$ cat src/rtl/input_conditioner_pkg.sv
// Shared definitions for the board-I/O conditioning blocks.
package input_conditioner_pkg;

    // Default settle time: 20 ms of stable input at a 50 MHz clock.
    localparam int DEBOUNCE_CYCLES_DEFAULT = 1000000;

    localparam int SW_W  = 10;
    localparam int KEY_W = 2;

    // Debounce FSM states, shared by every pushbutton handler.
    typedef enum logic [1:0] {
        KEY_RELEASED     = 2'b00,
        KEY_PRESS_PEND   = 2'b01,
        KEY_PRESSED      = 2'b10,
        KEY_RELEASE_PEND = 2'b11
    } key_state_e;

endpackage

$ cat src/rtl/key_debounce.sv
// Single pushbutton: two-flop synchronizer, debounce FSM with a stability
// counter, and registered level / press / release outputs.
//
// state            | meaning
// -----------------+------------------------------------------------------
// KEY_RELEASED     | key stable released
// KEY_PRESS_PEND   | key reads pressed, waiting for it to stay pressed
// KEY_PRESSED      | key stable pressed
// KEY_RELEASE_PEND | key reads released, waiting for it to stay released
module key_debounce
    import input_conditioner_pkg::*;
#(
    // Must be at least 2 so the counter has a nonzero width.
    parameter int DEBOUNCE_CYCLES = DEBOUNCE_CYCLES_DEFAULT
) (
    input  logic clk,
    input  logic rst,
    input  logic key_raw_n_i,
    output logic key_level_o,
    output logic key_press_o,
    output logic key_release_o
);

    localparam int CNT_W = $clog2(DEBOUNCE_CYCLES);
    localparam logic [CNT_W-1:0] CNT_LAST = CNT_W'(DEBOUNCE_CYCLES - 1);

    logic             key_meta_q;
    logic             key_sync_q;
    key_state_e       state_q;
    logic [CNT_W-1:0] cnt_q;
    logic             level_q;
    logic             press_q;
    logic             release_q;
    logic             key_pressed;

    // The button is active-low; only the second synchronizer stage is used.
    assign key_pressed = ~key_sync_q;

    // Synchronizer, debounce FSM and registered outputs. The counter only
    // runs up to CNT_LAST, so it can never wrap; any disagreeing sample
    // drops the FSM back to the stable state and the window restarts.
    always_ff @(posedge clk or posedge rst) begin
        if (rst) begin
            key_meta_q <= 1'b1;
            key_sync_q <= 1'b1;
            state_q    <= KEY_RELEASED;
            cnt_q      <= '0;
            level_q    <= 1'b0;
            press_q    <= 1'b0;
            release_q  <= 1'b0;
        end else begin
            key_meta_q <= key_raw_n_i;
            key_sync_q <= key_meta_q;
            press_q    <= 1'b0;
            release_q  <= 1'b0;
            case (state_q)
                KEY_RELEASED: begin
                    if (key_pressed) begin
                        state_q <= KEY_PRESS_PEND;
                        cnt_q   <= '0;
                    end
                end
                KEY_PRESS_PEND: begin
                    if (!key_pressed) begin
                        state_q <= KEY_RELEASED;
                    end else if (cnt_q == CNT_LAST) begin
                        state_q <= KEY_PRESSED;
                        level_q <= 1'b1;
                        press_q <= 1'b1;
                    end else begin
                        cnt_q <= cnt_q + CNT_W'(1);
                    end
                end
                KEY_PRESSED: begin
                    if (!key_pressed) begin
                        state_q <= KEY_RELEASE_PEND;
                        cnt_q   <= '0;
                    end
                end
                KEY_RELEASE_PEND: begin
                    if (key_pressed) begin
                        state_q <= KEY_PRESSED;
                    end else if (cnt_q == CNT_LAST) begin
                        state_q   <= KEY_RELEASED;
                        level_q   <= 1'b0;
                        release_q <= 1'b1;
                    end else begin
                        cnt_q <= cnt_q + CNT_W'(1);
                    end
                end
                default: begin
                    state_q <= KEY_RELEASED;
                    level_q <= 1'b0;
                end
            endcase
        end
    end

    assign key_level_o   = level_q;
    assign key_press_o   = press_q;
    assign key_release_o = release_q;

endmodule

$ cat src/rtl/input_conditioner.sv
// Board input conditioning: synchronized switches with change pulses, and
// two independently debounced pushbuttons.
module input_conditioner
    import input_conditioner_pkg::*;
#(
    parameter int DEBOUNCE_CYCLES = DEBOUNCE_CYCLES_DEFAULT
) (
    input  logic             clk,
    input  logic             rst,
    input  logic [SW_W-1:0]  SW,
    input  logic [KEY_W-1:0] KEY,
    output logic [SW_W-1:0]  sw_sync,
    output logic [SW_W-1:0]  sw_change,
    output logic [KEY_W-1:0] key_level,
    output logic [KEY_W-1:0] key_press,
    output logic [KEY_W-1:0] key_release
);

    logic [SW_W-1:0] sw_meta_q;
    logic [SW_W-1:0] sw_sync_q;
    logic [SW_W-1:0] sw_prev_q;

    // Switch synchronizer plus a one-cycle-delayed copy for edge detection.
    always_ff @(posedge clk or posedge rst) begin
        if (rst) begin
            sw_meta_q <= '0;
            sw_sync_q <= '0;
            sw_prev_q <= '0;
        end else begin
            sw_meta_q <= SW;
            sw_sync_q <= sw_meta_q;
            sw_prev_q <= sw_sync_q;
        end
    end

    assign sw_sync   = sw_sync_q;
    assign sw_change = sw_sync_q ^ sw_prev_q;

    for (genvar gi = 0; gi < KEY_W; gi++) begin : g_key
        key_debounce #(
            .DEBOUNCE_CYCLES(DEBOUNCE_CYCLES)
        ) u_key_debounce (
            .clk          (clk),
            .rst          (rst),
            .key_raw_n_i  (KEY[gi]),
            .key_level_o  (key_level[gi]),
            .key_press_o  (key_press[gi]),
            .key_release_o(key_release[gi])
        );
    end

endmodule

$ cat config.mk
export PLATFORM = sky130hd
export DESIGN_NAME = input_conditioner
export DESIGN_NICKNAME = d
export VERILOG_FILES = /design/src/rtl/input_conditioner_pkg.sv /design/src/rtl/key_debounce.sv /design/src/rtl/input_conditioner.sv
export SDC_FILE = /design/constraint.sdc
export NUM_CORES = 1
export LEC_CHECK = 0
export BUFFER_PORTS_ARGS = -buffer_cell sky130_fd_sc_hd__buf_2
export CAP_MARGIN = 20
export CORE_MARGIN = 2
export CORE_UTILIZATION = 52
export CTS_BUF_LIST = sky130_fd_sc_hd__clkbuf_16
export DETAILED_ROUTE_END_ITERATION = 10
export PLACE_DENSITY_LB_ADDON = 0.3
export RECOVER_POWER = 25
export SLEW_MARGIN = 10
export SYNTH_ARGS = -nofsm -noshare
export SYNTH_HDL_FRONTEND = slang
export SYNTH_SLANG_ARGS = --single-unit
$ cat constraint.sdc
create_clock -name clk -period 3.6 [get_ports clk]
set_input_delay 0.54 -clock clk [delete_from_list [all_inputs] [get_ports clk]]
set_output_delay 0.54 -clock clk [all_outputs]
set_load 0.02 [all_outputs]
# --- Yosys cells after proc, flatten, opt, wreduce, memory -nomap -nowiden ---
# Index checks and enable logic that the tools add are counted.
classes:
  reduce_logical: 10
  addsub: 2
  bitwise_logic: 1
  n_eq_ne: 24
  mux: 46
ops:
  columns: ["cell", "count"]
  rows:
  - ["$mux W20", 10]
  - ["$pmux W20 S4", 2]
  - ["$add A20 B1 Y20 const B", 2]
  - ["$eq A20 B20 Y1 const B", 2]
  - ["$mux W2", 12]
  - ["$mux W1", 18]
  - ["$ne A2 B1 Y1 const B", 8]
  - ["$pmux W2 S4", 2]
  - ["$reduce_and A4 Y1", 4]
  - ["$reduce_and A5 Y1", 2]
  - ["$xor A10 B10 Y10", 1]
  - ["$eq A2 B2 Y1 const B", 4]
  - ["$ne A2 B2 Y1 const B", 4]
  - ["$ne A3 B1 Y1 const B", 2]
  - ["$ne A3 B3 Y1 const B", 2]
  - ["$eq A2 B1 Y1 const B", 2]
  - ["$logic_not A2 Y1", 2]
  - ["$pmux W1 S2", 2]
  - ["$reduce_bool A2 Y1", 2]
totals:
  register_bits: 84
  inputBits: 14
  output_inout_bits: 26

# --- Logic depth before layout (Yosys ltp) ---
# Gate-level depths: netlist (run 1).
logic_depth:
  word_depth: 4
  mapped_depth: 8
  mapped_depth_nobuf: 6

# --- Hierarchy ---
# Synthesis (run 1) repeated with hierarchy kept, for this count alone.
hier_totals:
  hier_cells: 364
  area_unflattened_um2: 3837.4
modules_own_cells:
  columns: ["mod", "n_inst", "cells_per_inst", "area_per_inst_um2"]
  rows:
  - ["key_debounce (g_key[1].u_key_debounce)", 1, 169, 1565.3]
  - ["key_debounce (g_key[0].u_key_debounce)", 1, 154, 1430.1]
  - ["input_conditioner", 1, 41, 842.1]

# --- Worst setup path before layout (run 1) ---
# No wires, ideal clock.
synth_timing:
  path_kind: "reg2reg"
  from: "reg g_key[1].u_key_debounce.cnt_q[0]"
  to: "reg g_key[1].u_key_debounce.cnt_q[0]"
  t_arrival_ns: 1.732
  path_buffers: 1
  path_stages_with_launch: 8
  setup_slack_ns: 1.743
  required_ns: 3.475
  period_less_slack_ns: 1.857
  setup_ns: 0.125
  cell_sequence: "dfrtp_1 -> ha_1 -> nand3_1 -> or3_1 -> o21bai_2 -> buf_4 -> nor2_1 -> mux2_2"
synth_via:
  elab_chain_cells: 4
synth_rtl:
  columns: ["item", "line", "rtl"]
  rows:
  - ["start: declaration", "key_debounce.sv:30", "logic [CNT_W-1:0] cnt_q;"]
  - ["start signal: assignment", "key_debounce.sv:71", "cnt_q <= cnt_q + CNT_W'(1);"]
  - ["start signal: assignment", "key_debounce.sv:88", "cnt_q <= cnt_q + CNT_W'(1);"]
  - ["$add A20 B1 Y20 or $eq A20 B20 Y1 (tied branches)", null, null]
  - ["$mux W20 (*)", "key_debounce.sv:66, key_debounce.sv:83", null]
  - ["$mux W20 (on tied branches)", "key_debounce.sv:81, key_debounce.sv:64", null]
  - ["$pmux W20 S4 (*)", "key_debounce.sv:56", "case (state_q)"]
# Mark *: on every way between the ends. The rest lies on a longest branch, timed or not. The select of a mux whose other input is x is not followed.
# A chain may end at the register's enable or synchronous reset.

# --- Worst setup path after layout (run 1) ---
layout_timing:
  from: "reg g_key[1].u_key_debounce.cnt_q[0]"
  to: "reg g_key[1].u_key_debounce.cnt_q[17]"
# The elaborated chain is that of the path after synthesis.

==> insert_results.sql, run 1 <==
INSERT INTO impl_metrics (metric_group, metric, value, unit) VALUES
('outcome', 'run_status', 'finished, final reports clean', ''),
('sta', 'tns_setup', '0', 'ps'),
('setup_path', 'critical_path_required', '3810', 'ps'),
('synth', 'syn_nets', '356', ''),
('sta', 'period_needed', '2380', 'ps'),
('power', 'cellLeakagePower', '1.95', 'nW'),
('power', 'total_power', '2.05', 'mW'),
('route', 'post_route_antenna_net_violation_count', '0', ''),
('finish', 'area_delta_synth_final', '14.7', '%'),
('global_route', 'grt_first_pass_wirelength', '11500', 'um'),
('placement', 'io_buffers', '39', ''),
('min_path', 'hold_class', 'primary input to register', ''),
('finish', 'final_std_cells_w_o_fill', '476', ''),
('route', 'drc', '0', ''),
('run', 'maxCapViolations', '0', ''),
('clock_network', 'post-cts-setup-buffer-count', '0', ''),
('synth', 'asyncSetResetFlopFracSynth', '1.00', ''),
('power', 'power.density_cell_area', '487', 'nW/um2'),
('finish', 'antenna_cells_inserted', '0', ''),
('synth', 'synth_seq_cells', '84', ''),
('sta', 'hold_viol', '0', ''),
('route', 'first_iter_violations', '178', ''),
('finish', 'num-nets-final', '391', ''),
('placement', 'place.gp.congestion', '0.793', ''),
('global_route', 'antenna_found_initial', '0', ''),
('route', 'drtPass1Iterations', '4', ''),
('setup_path', 'endpoint_kind', 'register', ''),
('finish', 'fillers', '555', ''),
('clock_network', 'clk_transition_reported_paths', '60', 'ps'),
('finish', 'final_core_util', '0.616', ''),
('finish', 'register_area', '2110', 'um2'),
('clock_network', 'cts.hold.buffers_added', '0', ''),
('floorplanning', 'floorplan.io_pins', '40', ''),
('clock_network', 'cts_inserted_buffers', '9', ''),
('synth', 'sequential_element_share_of_the_synthesized_area', '0.574', ''),
('floorplanning', 'num_rows', '30', ''),
('clock_network', 'clkLatencyLatePin', '330', 'ps'),
('clock_network', 'cts_max_path_buffers', '2', ''),
('placement', 'dpl.hpwl', '4370', 'um'),
('synth', 'number_of_enable_flip_flop_cells_after_synthesis', '0', ''),
('setup_path', 'worst-setup-path-type', 'register to register', ''),
('synth', 'yosysMostFrequentCell', 'sky130_fd_sc_hd__dfrtp_1', ''),
('synth', 'synthDominantCellAreaShare', '0.545', ''),
('route', 'drt-total-wl', '6900', 'um'),
('global_route', 'grt_remaining_overflow', '0', ''),
('route', 'route.detailed.wl_per_inst', '14.5', 'um'),
('floorplanning', 'die_area', '7750', 'um2'),
('power', 'peakVddDrop', '0.000253', 'V'),
('synth', 'postSynth.topFlopCell', 'sky130_fd_sc_hd__dfrtp_1', ''),
('global_route', 'grt_pass1_vias', '2382', ''),
('placement', 'numPlacedInstances', '459', ''),
('route', 'detail_routed_via_count_per_cell', '5.65', ''),
('finish', 'drive_gt1_frac', '0.182', ''),
('synth', 'ys_top_cells_by_count', '80 x sky130_fd_sc_hd__dfrtp_1, 37 x sky130_fd_sc_hd__nand2_1, 25 x sky130_fd_sc_hd__nand3_1, 23 x sky130_fd_sc_hd__nor2_1, 18 x sky130_fd_sc_hd__o21ai_0', ''),
('synth', 'yosysUniqueCellTypes', '47', ''),
('synth', 'post_syn_area', '3670', 'um2'),
('floorplanning', 'core_area', '6830', 'um2'),
('synth', 'post_synth.cell_area_avg', '10.8', 'um2'),
('synth', 'synthesis.instances', '340', ''),
('clock_network', 'cts_tree', 'built', ''),
('sta', 'maxClockFrequency', '420', 'MHz'),
('setup_path', 'maximum_fanout_count_along_the_critical_path', '23', ''),
('sta', 'final-setup-viol-count', '0', ''),
('setup_path', 'timing.critical_path.from_type', 'register', ''),
('global_route', 'grt_usage', '0.191', ''),
('clock_network', 'cts_repair_resize_count', '0', ''),
('sta', 'worst_clock_skew', '6.83', 'ps'),
('sta', 'worst_slew_pin_tran', '1270', 'ps'),
('global_route', 'grt_max_degree', '85', ''),
('clock_network', 'cts_max_level', '3', ''),
('sta', 'final_critical_path_share_of_the_clock_period', '0.661', '');
==> sequential cells by signal, summed over array words and instances (netlist names), 10 cells and up, named ones only <==
| name | flops |
|---|---|
| sw_sync | 10 |
| sw_meta_q | 10 |
| g_key.u_key_debounce.cnt_q | 40 |
| sw_prev_q | 10 |
==> cells in the final DEF (no fill, tap or decap), types with 3 or more instances in the layout <==
cell type                    n
sky130_fd_sc_hd__a21o_1      3
sky130_fd_sc_hd__a21oi_1    11
sky130_fd_sc_hd__a22o_1      3
sky130_fd_sc_hd__a31oi_1     3
sky130_fd_sc_hd__a32o_1      3
sky130_fd_sc_hd__and2_1      4
sky130_fd_sc_hd__and3_1      7
sky130_fd_sc_hd__buf_2      38
sky130_fd_sc_hd__clkbuf_16   9
sky130_fd_sc_hd__dfrtp_1    80
sky130_fd_sc_hd__dfstp_2     4
sky130_fd_sc_hd__inv_1      10
sky130_fd_sc_hd__mux2i_1     4
sky130_fd_sc_hd__nand2_1    37
sky130_fd_sc_hd__nand3_1    25
sky130_fd_sc_hd__nand4_1    15
sky130_fd_sc_hd__nor2_1     23
sky130_fd_sc_hd__nor3_1      8
sky130_fd_sc_hd__nor4_1      4
sky130_fd_sc_hd__o21ai_0    18
sky130_fd_sc_hd__o41ai_1     4
sky130_fd_sc_hd__or4_1       7
sky130_fd_sc_hd__xnor2_1     3
sky130_fd_sc_hd__xor2_1     16
==> cell families after synthesis <==
logic type / share of synthesized area
AO/OA/AOI/OAI: 0.106
XOR/XNOR: 0.0453
adder cells (fa/ha/maj): 0.00682
buffers and inverters: 0.0423
flip-flops: 0.574
multiplexers: 0.0140
AND/OR/NAND/NOR: 0.212
==> cell type report <==
type / count / share of cell area
Inverter: 11 / 0.0101
Clock inverter: 7 / 0.0178
Sequential cell: 84 / 0.500
Timing Repair Buffer: 42 / 0.0553
Tap cell: 96 / 0.0285
Multi-Input combinational cell: 227 / 0.335
Clock buffer: 9 / 0.0535
==> power by group <==
part	leakage [nW]	internal, mW	total [mW]	switching [mW]
clock	0.140	0.541	0.909	0.369
sequential	1.08	0.981	1.01	0.0331
combinational	0.729	0.0436	0.127	0.0830
total	1.95	1.56	2.05	0.485
==> worst max-delay path: stages (launching register included) <==
cell and delay, ps:
sky130_fd_sc_hd__dfrtp_1 400, sky130_fd_sc_hd__ha_1 210, sky130_fd_sc_hd__nand3_1 190, sky130_fd_sc_hd__or3_1 420, sky130_fd_sc_hd__o21bai_2 680, sky130_fd_sc_hd__nor4_1 100, sky130_fd_sc_hd__a211o_1 250
==> through the flow <==
step | cell area, um2 | hold WS [ps]
detailed placement | 3890 | 335
CTS | 4190 | 297
finish | 4210 | 308
global route | 4210 | 296
floorplan | 3670 | 331
global placement | 3890 | 332
==> layer usage <==
metal | share of wire | track usage
met2 | 0.46 | 0.287
met3 | 0.039 | 0.0377
met1 | 0.48 | 0.266
met4 | 0.019 | 0.0937
met5 | 0 | 0
==> final timing paths <==
check	startpoint	to	slack [ps]	depth (start not counted)
setup / recovery	g_key[1].u_key_debounce.cnt_q[0]$_DFFE_PP0P_	g_key[1].u_key_debounce.cnt_q[17]$_DFFE_PP0P_	1220	6
hold / removal	KEY[1]	g_key[1].u_key_debounce.key_meta_q$_DFF_PP1_	310	1
setup reg to reg	g_key[1].u_key_debounce.cnt_q[0]$_DFFE_PP0P_	g_key[1].u_key_debounce.cnt_q[17]$_DFFE_PP0P_	1220	6
hold reg to reg	sw_meta_q[4]$_DFF_PP0_	sw_sync[4]$_DFF_PP0_	350	0
max in group asynchronous	rst	g_key[0].u_key_debounce.key_meta_q$_DFF_PP1_	2040	4
min in group asynchronous	rst	sw_meta_q[2]$_DFF_PP0_	640	3
Note: power is estimated with default switching activity, not from simulation.
==> run 2, diff against run 1 <==
- clock period: 3.6 -> 2.3 ns (I/O delays scaled with it)
==> insert_results.sql, run 2 (synthesized netlist as in run 1, its figures left out) <==
INSERT INTO impl_metrics (metric_group, metric, value, unit) VALUES
('outcome', 'run_status', 'finished with violations', ''),
('outcome', 'failed_checks', 'max-capacitance violations', ''),
('global_route', 'grt_remaining_overflow', '0', ''),
('floorplanning', 'floorplan.io_pins', '40', ''),
('min_path', 'hold_class', 'primary input to register', ''),
('floorplanning', 'starting_density_of_the_core', '0.537', ''),
('global_route', 'grt_usage', '0.189', ''),
('route', 'detail_routed_via_count_per_cell', '5.56', ''),
('finish', 'final_common_cell', 'sky130_fd_sc_hd__dfrtp_1', ''),
('placement', 'place.gp.congestion', '0.831', ''),
('finish', 'most-common-layout-cells', '80 x sky130_fd_sc_hd__dfrtp_1, 39 x sky130_fd_sc_hd__buf_2, 37 x sky130_fd_sc_hd__nand2_1, 25 x sky130_fd_sc_hd__nand3_1, 23 x sky130_fd_sc_hd__nor2_1', ''),
('global_route', 'grt_first_pass_wirelength', '11400', 'um'),
('clock_network', 'cts.sink_count', '84', ''),
('finish', 'largest-register', 'g_key.u_key_debounce.cnt_q', ''),
('global_route', 'grt_max_degree', '36', ''),
('setup_path', 'critical_path.reg2reg.startpoint', 'g_key[0].u_key_debounce.cnt_q[15]$_DFFE_PP0P_', ''),
('route', 'drtPass1Iterations', '5', ''),
('floorplanning', 'die_area', '7750', 'um2'),
('floorplanning', 'num_rows', '30', ''),
('sta', 'final_critical_path_share_of_the_clock_period', '0.888', ''),
('placement', 'dpl.hpwl', '4550', 'um'),
('finish', 'final_cell_area', '4280', 'um2'),
('placement', 'io_buffers', '39', ''),
('clock_network', 'cts_tree', 'built', ''),
('min_path', 'hp-start', 'KEY[1]', ''),
('finish', 'area_delta_synth_final', '16.5', '%'),
('clock_network', 'clkLatencyLatePin', '340', 'ps'),
('floorplanning', 'dieWidth', '88.0', 'um'),
('sta', 'worst_slew_pin_tran', '1460', 'ps'),
('clock_network', 'clk_transition_reported_paths', '60', 'ps'),
('route', 'post_route_antenna_net_violation_count', '0', ''),
('sta', 'worst_clock_skew', '9.89', 'ps'),
('power', 'power.density_cell_area', '753', 'nW/um2'),
('sta', 'hold_viol', '0', ''),
('setup_path', 'worst-endpoint-arrival', '2290', 'ps'),
('sta', 'final-setup-viol-count', '0', ''),
('global_route', 'grt_pass1_vias', '2428', ''),
('route', 'drc', '0', ''),
('sta', 'period_needed', '2040', 'ps'),
('clock_network', 'cts_inserted_buffers', '9', ''),
('setup_path', 'endpoint_kind', 'register', ''),
('placement', 'placed_cell_area', '3970', 'um2'),
('clock_network', 'cts_max_level', '3', ''),
('sta', 'tns_setup', '0', 'ps'),
('floorplanning', 'core_area', '6830', 'um2'),
('finish', 'fillers', '545', ''),
('finish', 'drive_gt1_frac', '0.204', ''),
('power', 'cellLeakagePower', '2.00', 'nW'),
('global_route', 'antenna_found_initial', '0', ''),
('setup_path', 'worst-setup-path-type', 'register to register', ''),
('setup_path', 'startpoint', 'g_key[0].u_key_debounce.cnt_q[15]$_DFFE_PP0P_', ''),
('clock_network', 'cts.hold.buffers_added', '0', ''),
('clock_network', 'cts.root.buffer_cell', 'sky130_fd_sc_hd__clkbuf_16', ''),
('route', 'first_iter_violations', '225', ''),
('route', 'detailroute.via_count', '2689', ''),
('floorplanning', 'fp.dieH', '88.0', 'um'),
('route', 'drt-total-wl', '6990', 'um'),
('finish', 'largest_register_ff_count', '40', ''),
('sta', 'max-slew-margin-rel', '0.0219', ''),
('setup_path', 'timing.critical_path.from_type', 'register', ''),
('sta', 'grt_setup_unrepaired', 'no', ''),
('clock_network', 'cts_max_path_buffers', '2', ''),
('power', 'peakVddDrop', '0.000412', 'V'),
('run', 'maxCapViolations', '1', ''),
('setup_path', 'worst_reg2reg_setup_slack', '260', 'ps'),
('sta', 'maxClockFrequency', '490', 'MHz'),
('route', 'route.detailed.wl_per_inst', '14.4', 'um'),
('finish', 'num-nets-final', '399', ''),
('finish', 'antenna_cells_inserted', '0', ''),
('sta', 'final_max_slew_viol_count', '0', ''),
('setup_path', 'maximum_fanout_count_along_the_critical_path', '6', ''),
('setup_path', 'critical_path_required', '2550', 'ps');
## run 2: stage by stage
| step | setup WS (ps) | std cells | power [mW] | utilization | hold slack, ps |
|---|---|---|---|---|---|
| after CTS | 89.6 | 484 | 3.25 | 0.625 | 97.3 |
| after global routing | 146 | 484 | 3.35 | 0.626 | 95.8 |
| final | 259 | 484 | 3.22 | 0.626 | 103 |
| after detailed placement | 92.7 | 468 | 1.82 | 0.581 | 335 |
| after floorplan | 443 | 340 | 1.74 | - | 331 |
| after global placement | 135 | 468 | 1.81 | 0.581 | 333 |
## run 2: power by group
part | leakage [nW] | internal, mW | switching [mW]
clock network | 0.147 | 0.846 | 0.582
registers | 1.08 | 1.53 | 0.0483
logic | 0.771 | 0.0755 | 0.135
## run 2: layout make-up
| class | count | area (um2) | share of cell area |
|---|---|---|---|
| inverter | 11 | 42.5 | 0.00994 |
| clock inverter | 7 | 76.3 | 0.0178 |
| clock buffer | 9 | 225 | 0.0526 |
| timing repair buffer | 50 | 290 | 0.0679 |
| sequential | 84 | 2110 | 0.493 |
| tap | 96 | 120 | 0.0281 |
| multi-input combinational | 227 | 1420 | 0.331 |
## run 2: metal layers
metal	part of all wire	track usage
met3	0.048	0.0396
met1	0.49	0.275
met2	0.45	0.278
met4	0.016	0.0785
met5	0	0
## run 2: final timing paths
| kind | end | cells after the start |
|---|---|---|
| min | g_key[1].u_key_debounce.key_meta_q$_DFF_PP1_ | 1 |
| max reg2reg | g_key[0].u_key_debounce.key_level_o$_DFFE_PP0P_ | 5 |
| min in group asynchronous | sw_prev_q[5]$_DFF_PP0_ | 2 |
| min reg2reg | sw_sync[8]$_DFF_PP0_ | 0 |
| max | g_key[0].u_key_debounce.key_level_o$_DFFE_PP0P_ | 5 |
| max in group asynchronous | g_key[0].u_key_debounce.key_meta_q$_DFF_PP1_ | 3 |
## run 2: critical path, stage by stage (launching register included)
cell,delay [ps]
sky130_fd_sc_hd__dfrtp_1,440
sky130_fd_sc_hd__nor4b_1,370
sky130_fd_sc_hd__nand4_1,230
sky130_fd_sc_hd__nor3_1,550
sky130_fd_sc_hd__nand2b_1,140
sky130_fd_sc_hd__a22oi_1,220
## run 2: timing repair
item                       4_1_cts  5_1_grt
resized for setup                0        1
setup buffers                    0        0
setup endpoints to repair        0        9
==> run 3, diff against run 2 <==
- ABC_AREA: unset -> 1
- CORE_UTILIZATION: 52 -> 35
- SYNTH_HIERARCHICAL: unset -> 1
==> insert_results.sql, run 3 <==
INSERT INTO impl_metrics (metric_group, metric, value, unit) VALUES
('sta', 'max-slew-margin-rel', '-0.0388', ''),
('setup_path', 'crit_slowest_cell', 'sky130_fd_sc_hd__dfrtp_1', ''),
('clock_network', 'cts_tree', 'built', ''),
('sta', 'timing.final.ws_setup', '611', 'ps'),
('finish', 'final_cell_area', '4880', 'um2'),
('placement', 'place.gp.congestion', '0.946', ''),
('clock_network', 'cts_max_path_buffers', '2', ''),
('min_path', 'hp-start', 'KEY[1]', ''),
('setup_path', 'worst-path-buf-inv', '1', ''),
('placement', 'io_buffers', '39', ''),
('power', 'cellLeakagePower', '2.35', 'nW'),
('clock_network', 'clkLatencyLatePin', '340', 'ps'),
('finish', 'largest-register', 'g_key.u_key_debounce/cnt_q', ''),
('synth', 'yosysMostFrequentCell', 'sky130_fd_sc_hd__nand2_1', ''),
('global_route', 'grt_first_pass_wirelength', '15000', 'um'),
('synth', 'synth_seq_cells', '84', ''),
('synth', 'syn_nets', '530', ''),
('global_route', 'grt_pass1_vias', '3150', ''),
('outcome', 'failed_checks', 'max-capacitance violations, max-slew violations', ''),
('synth', 'yosysUniqueCellTypes', '31', ''),
('sta', 'worst_clock_skew', '7.16', 'ps'),
('clock_network', 'cts_inserted_buffers', '9', ''),
('setup_path', 'cp_top_family', 'simple AND/OR/NAND/NOR gates', ''),
('sta', 'maxClockFrequency', '592', 'MHz'),
('setup_path', 'worstRegToRegCells', '8', ''),
('placement', 'placed_cell_area', '4620', 'um2'),
('route', 'drc', '0', ''),
('finish', 'drive_gt1_frac', '0.186', ''),
('synth', 'synthDominantCellAreaShare', '0.464', ''),
('synth', 'asyncSetResetFlopFracSynth', '1.00', ''),
('sta', 'final_max_slew_viol_count', '31', ''),
('floorplanning', 'num_rows', '40', ''),
('sta', 'hold_viol', '0', ''),
('synth', 'number_of_enable_flip_flop_cells_after_synthesis', '0', ''),
('setup_path', 'timing.critical_path.from_type', 'register', ''),
('clock_network', 'post-cts-setup-buffer-count', '0', ''),
('synth', 'postSynth.topFlopCell', 'sky130_fd_sc_hd__dfrtp_1', ''),
('power', 'internal_power', '2.30', 'mW'),
('power', 'netSwitchingPower', '0.739', 'mW'),
('sta', 'tns_setup', '0', 'ps'),
('min_path', 'worst_hold_path.num_cells', '1', ''),
('floorplanning', 'floorplan.io_pins', '40', ''),
('route', 'detailroute.via_count', '3345', ''),
('setup_path', 'endpoint_kind', 'register', ''),
('finish', 'num-nets-final', '575', ''),
('route', 'first_iter_violations', '188', ''),
('sta', 'final-setup-viol-count', '0', ''),
('placement', 'dpl.hpwl', '6380', 'um'),
('power', 'power.share.combinational', '0.060', ''),
('finish', 'antenna_cells_inserted', '0', ''),
('route', 'drt-total-wl', '8770', 'um'),
('route', 'detail_routed_via_count_per_cell', '4.70', ''),
('setup_path', 'critical_path.reg2reg.startpoint', 'g_key[0].u_key_debounce/cnt_q[1]$_DFFE_PP0P_', ''),
('run', 'maxCapViolations', '1', ''),
('clock_network', 'cts.hold.buffers_added', '0', ''),
('floorplanning', 'dieWidth', '115', 'um'),
('setup_path', 'worst_r2r_endpoint', 'g_key[0].u_key_debounce/cnt_q[18]$_DFFE_PP0P_', ''),
('finish', 'final_common_cell', 'sky130_fd_sc_hd__nand2_1', ''),
('synth', 'ys_top_cells_by_count', '172 x sky130_fd_sc_hd__nand2_1, 80 x sky130_fd_sc_hd__dfrtp_1, 67 x sky130_fd_sc_hd__inv_1, 50 x sky130_fd_sc_hd__nor2_1, 25 x sky130_fd_sc_hd__nand3_1', ''),
('power', 'power.density_cell_area', '623', 'nW/um2'),
('synth', 'synth_largest_area_cell', 'sky130_fd_sc_hd__dfrtp_1', ''),
('clock_network', 'cts.root.buffer_cell', 'sky130_fd_sc_hd__clkbuf_16', ''),
('synth', 'post_syn_area', '4310', 'um2'),
('sta', 'period_needed', '1690', 'ps'),
('synth', 'synthesis.instances', '514', ''),
('route', 'drtPass1Iterations', '4', ''),
('setup_path', 'worst-setup-path-type', 'register to register', ''),
('outcome', 'run_status', 'finished with violations', ''),
('min_path', 'hold_class', 'primary input to register', ''),
('synth', 'post_synth.cell_area_avg', '8.39', 'um2'),
('min_path', 'hold_path_sink', 'g_key[1].u_key_debounce/key_meta_q$_DFF_PP1_', ''),
('floorplanning', 'fp.dieH', '115', 'um'),
('setup_path', 'worst_reg2reg_setup_slack', '610', 'ps'),
('route', 'post_route_antenna_net_violation_count', '0', ''),
('setup_path', 'path_cells', 'ha_1, nand3_2, nor2_1, nand3_1, nand3_1, inv_1, nand2_1, nand2_1', ''),
('sta', 'grt_setup_unrepaired', 'no', ''),
('power', 'power.clock.fraction', '0.425', ''),
('global_route', 'grt_max_degree', '31', ''),
('power', 'switching_share', '0.243', ''),
('global_route', 'grt_remaining_overflow', '0', ''),
('synth', 'sequential_element_share_of_the_synthesized_area', '0.489', ''),
('finish', 'most-common-layout-cells', '172 x sky130_fd_sc_hd__nand2_1, 80 x sky130_fd_sc_hd__dfrtp_1, 70 x sky130_fd_sc_hd__inv_1, 50 x sky130_fd_sc_hd__nor2_1, 38 x sky130_fd_sc_hd__buf_2', ''),
('finish', 'largest_register_ff_count', '40', ''),
('setup_path', 'maximum_fanout_count_along_the_critical_path', '6', ''),
('power', 'seq_power_share', '0.515', ''),
('floorplanning', 'die_area', '13200', 'um2'),
('clock_network', 'cts.sink_count', '84', ''),
('clock_network', 'cts_repair_resize_count', '0', ''),
('power', 'total_power', '3.04', 'mW'),
('sta', 'final_critical_path_share_of_the_clock_period', '0.734', ''),
('global_route', 'antenna_found_initial', '0', ''),
('setup_path', 'critical_path_required', '2530', 'ps'),
('floorplanning', 'starting_density_of_the_core', '0.359', ''),
('setup_path', 'max_stage_delay', '410', 'ps'),
('clock_network', 'cts_max_level', '3', ''),
('global_route', 'grt_usage', '0.143', ''),
('finish', 'final_core_util', '0.406', ''),
('sta', 'worst_slew_pin_tran', '1560', 'ps'),
('placement', 'setup_slack_at_placement', '626', 'ps'),
('synth', 'synthesis.yosys.warnings', '6', ''),
('synth', 'synth.area.top_cells', 'sky130_fd_sc_hd__dfrtp_1 46%, sky130_fd_sc_hd__nand2_1 15%, sky130_fd_sc_hd__inv_1 5.8%', ''),
('power', 'peakVddDrop', '0.000359', 'V'),
('route', 'route.detailed.wl_per_inst', '12.3', 'um'),
('finish', 'area_delta_synth_final', '13.1', '%'),
('setup_path', 'worst-endpoint-arrival', '1920', 'ps'),
('clock_network', 'clk_transition_reported_paths', '60', 'ps'),
('floorplanning', 'core_area', '12000', 'um2');
==> run 3: changes by cell type in the layout (fill, tap and decap cells not counted), moves of 6 or more <==
cell,previous run,this run
sky130_fd_sc_hd__o21ai_2,0,21
sky130_fd_sc_hd__inv_1,11,70
sky130_fd_sc_hd__or4_1,7,0
sky130_fd_sc_hd__a21oi_1,11,0
sky130_fd_sc_hd__o21ai_0,18,5
sky130_fd_sc_hd__nand2_1,37,172
sky130_fd_sc_hd__buf_4,10,3
sky130_fd_sc_hd__nand4_1,15,21
sky130_fd_sc_hd__and3_1,7,0
sky130_fd_sc_hd__nor2_1,23,50
==> run 3: power groups by stage <==
stage          logic [mW]  registers (mW)  clock network, mW
2_1_floorplan       0.129            1.59                  0
3_3_place_gp        0.188            1.59                  0
3_5_place_dp        0.190            1.59                  0
4_1_cts             0.190            1.56               1.35
5_1_grt             0.210            1.57               1.41
6_report            0.183            1.57               1.29
==> run 3: final cells by class <==
cell class              instances  area [um2]
flip-flops and latches         84        2110
clock buffers                   9         225
well taps                     147         184
fillers                      1186        7130
repair buffers                 44         224
clock inverters                 7        38.8
inverters                      68         255
multi-input cells             352        1840
==> run 3: cell families after synthesis <==
family | Yosys count | share of synthesized area
and+or+nand+nor | 298 | 0.315
AOI/OAI and AO/OA | 30 | 0.0531
buffers and inverters | 78 | 0.0841
DFF | 84 | 0.489
xor gates and xnor gates | 22 | 0.0534
adders and majority gates | 2 | 0.00580
==> run 3: metal layers <==
layer / track usage / wire (um)
met1: 0.193 / 4320
met2: 0.224 / 4070
met3: 0.0295 / 256
met5: 0 / 0
met4: 0.0602 / 132
==> run 3: per-stage QoR <==
stage,cells,hold WS (ps)
2_1_floorplan,514,331
3_3_place_gp,695,333
3_5_place_dp,695,335
4_1_cts,711,85.0
5_1_grt,711,89.4
6_report,711,105
==> run 3: how the worst max path moves through the flow <==
stage	cells after the start	startpoint	end	slack (ps)
after global routing	8	g_key[0].u_key_debounce/cnt_q[0]$_DFFE_PP0P_	g_key[0].u_key_debounce/cnt_q[1]$_DFFE_PP0P_	430
final	8	g_key[0].u_key_debounce/cnt_q[1]$_DFFE_PP0P_	g_key[0].u_key_debounce/cnt_q[18]$_DFFE_PP0P_	610
after floorplan	10	g_key[1].u_key_debounce/cnt_q[0]$_DFFE_PP0P_	g_key[1].u_key_debounce/cnt_q[16]$_DFFE_PP0P_	900
after global placement	9	g_key[0].u_key_debounce/cnt_q[4]$_DFFE_PP0P_	g_key[0].u_key_debounce/cnt_q[17]$_DFFE_PP0P_	690
after detailed placement	8	g_key[0].u_key_debounce/cnt_q[0]$_DFFE_PP0P_	g_key[0].u_key_debounce/cnt_q[18]$_DFFE_PP0P_	630
after CTS	8	g_key[0].u_key_debounce/cnt_q[0]$_DFFE_PP0P_	g_key[0].u_key_debounce/cnt_q[18]$_DFFE_PP0P_	620
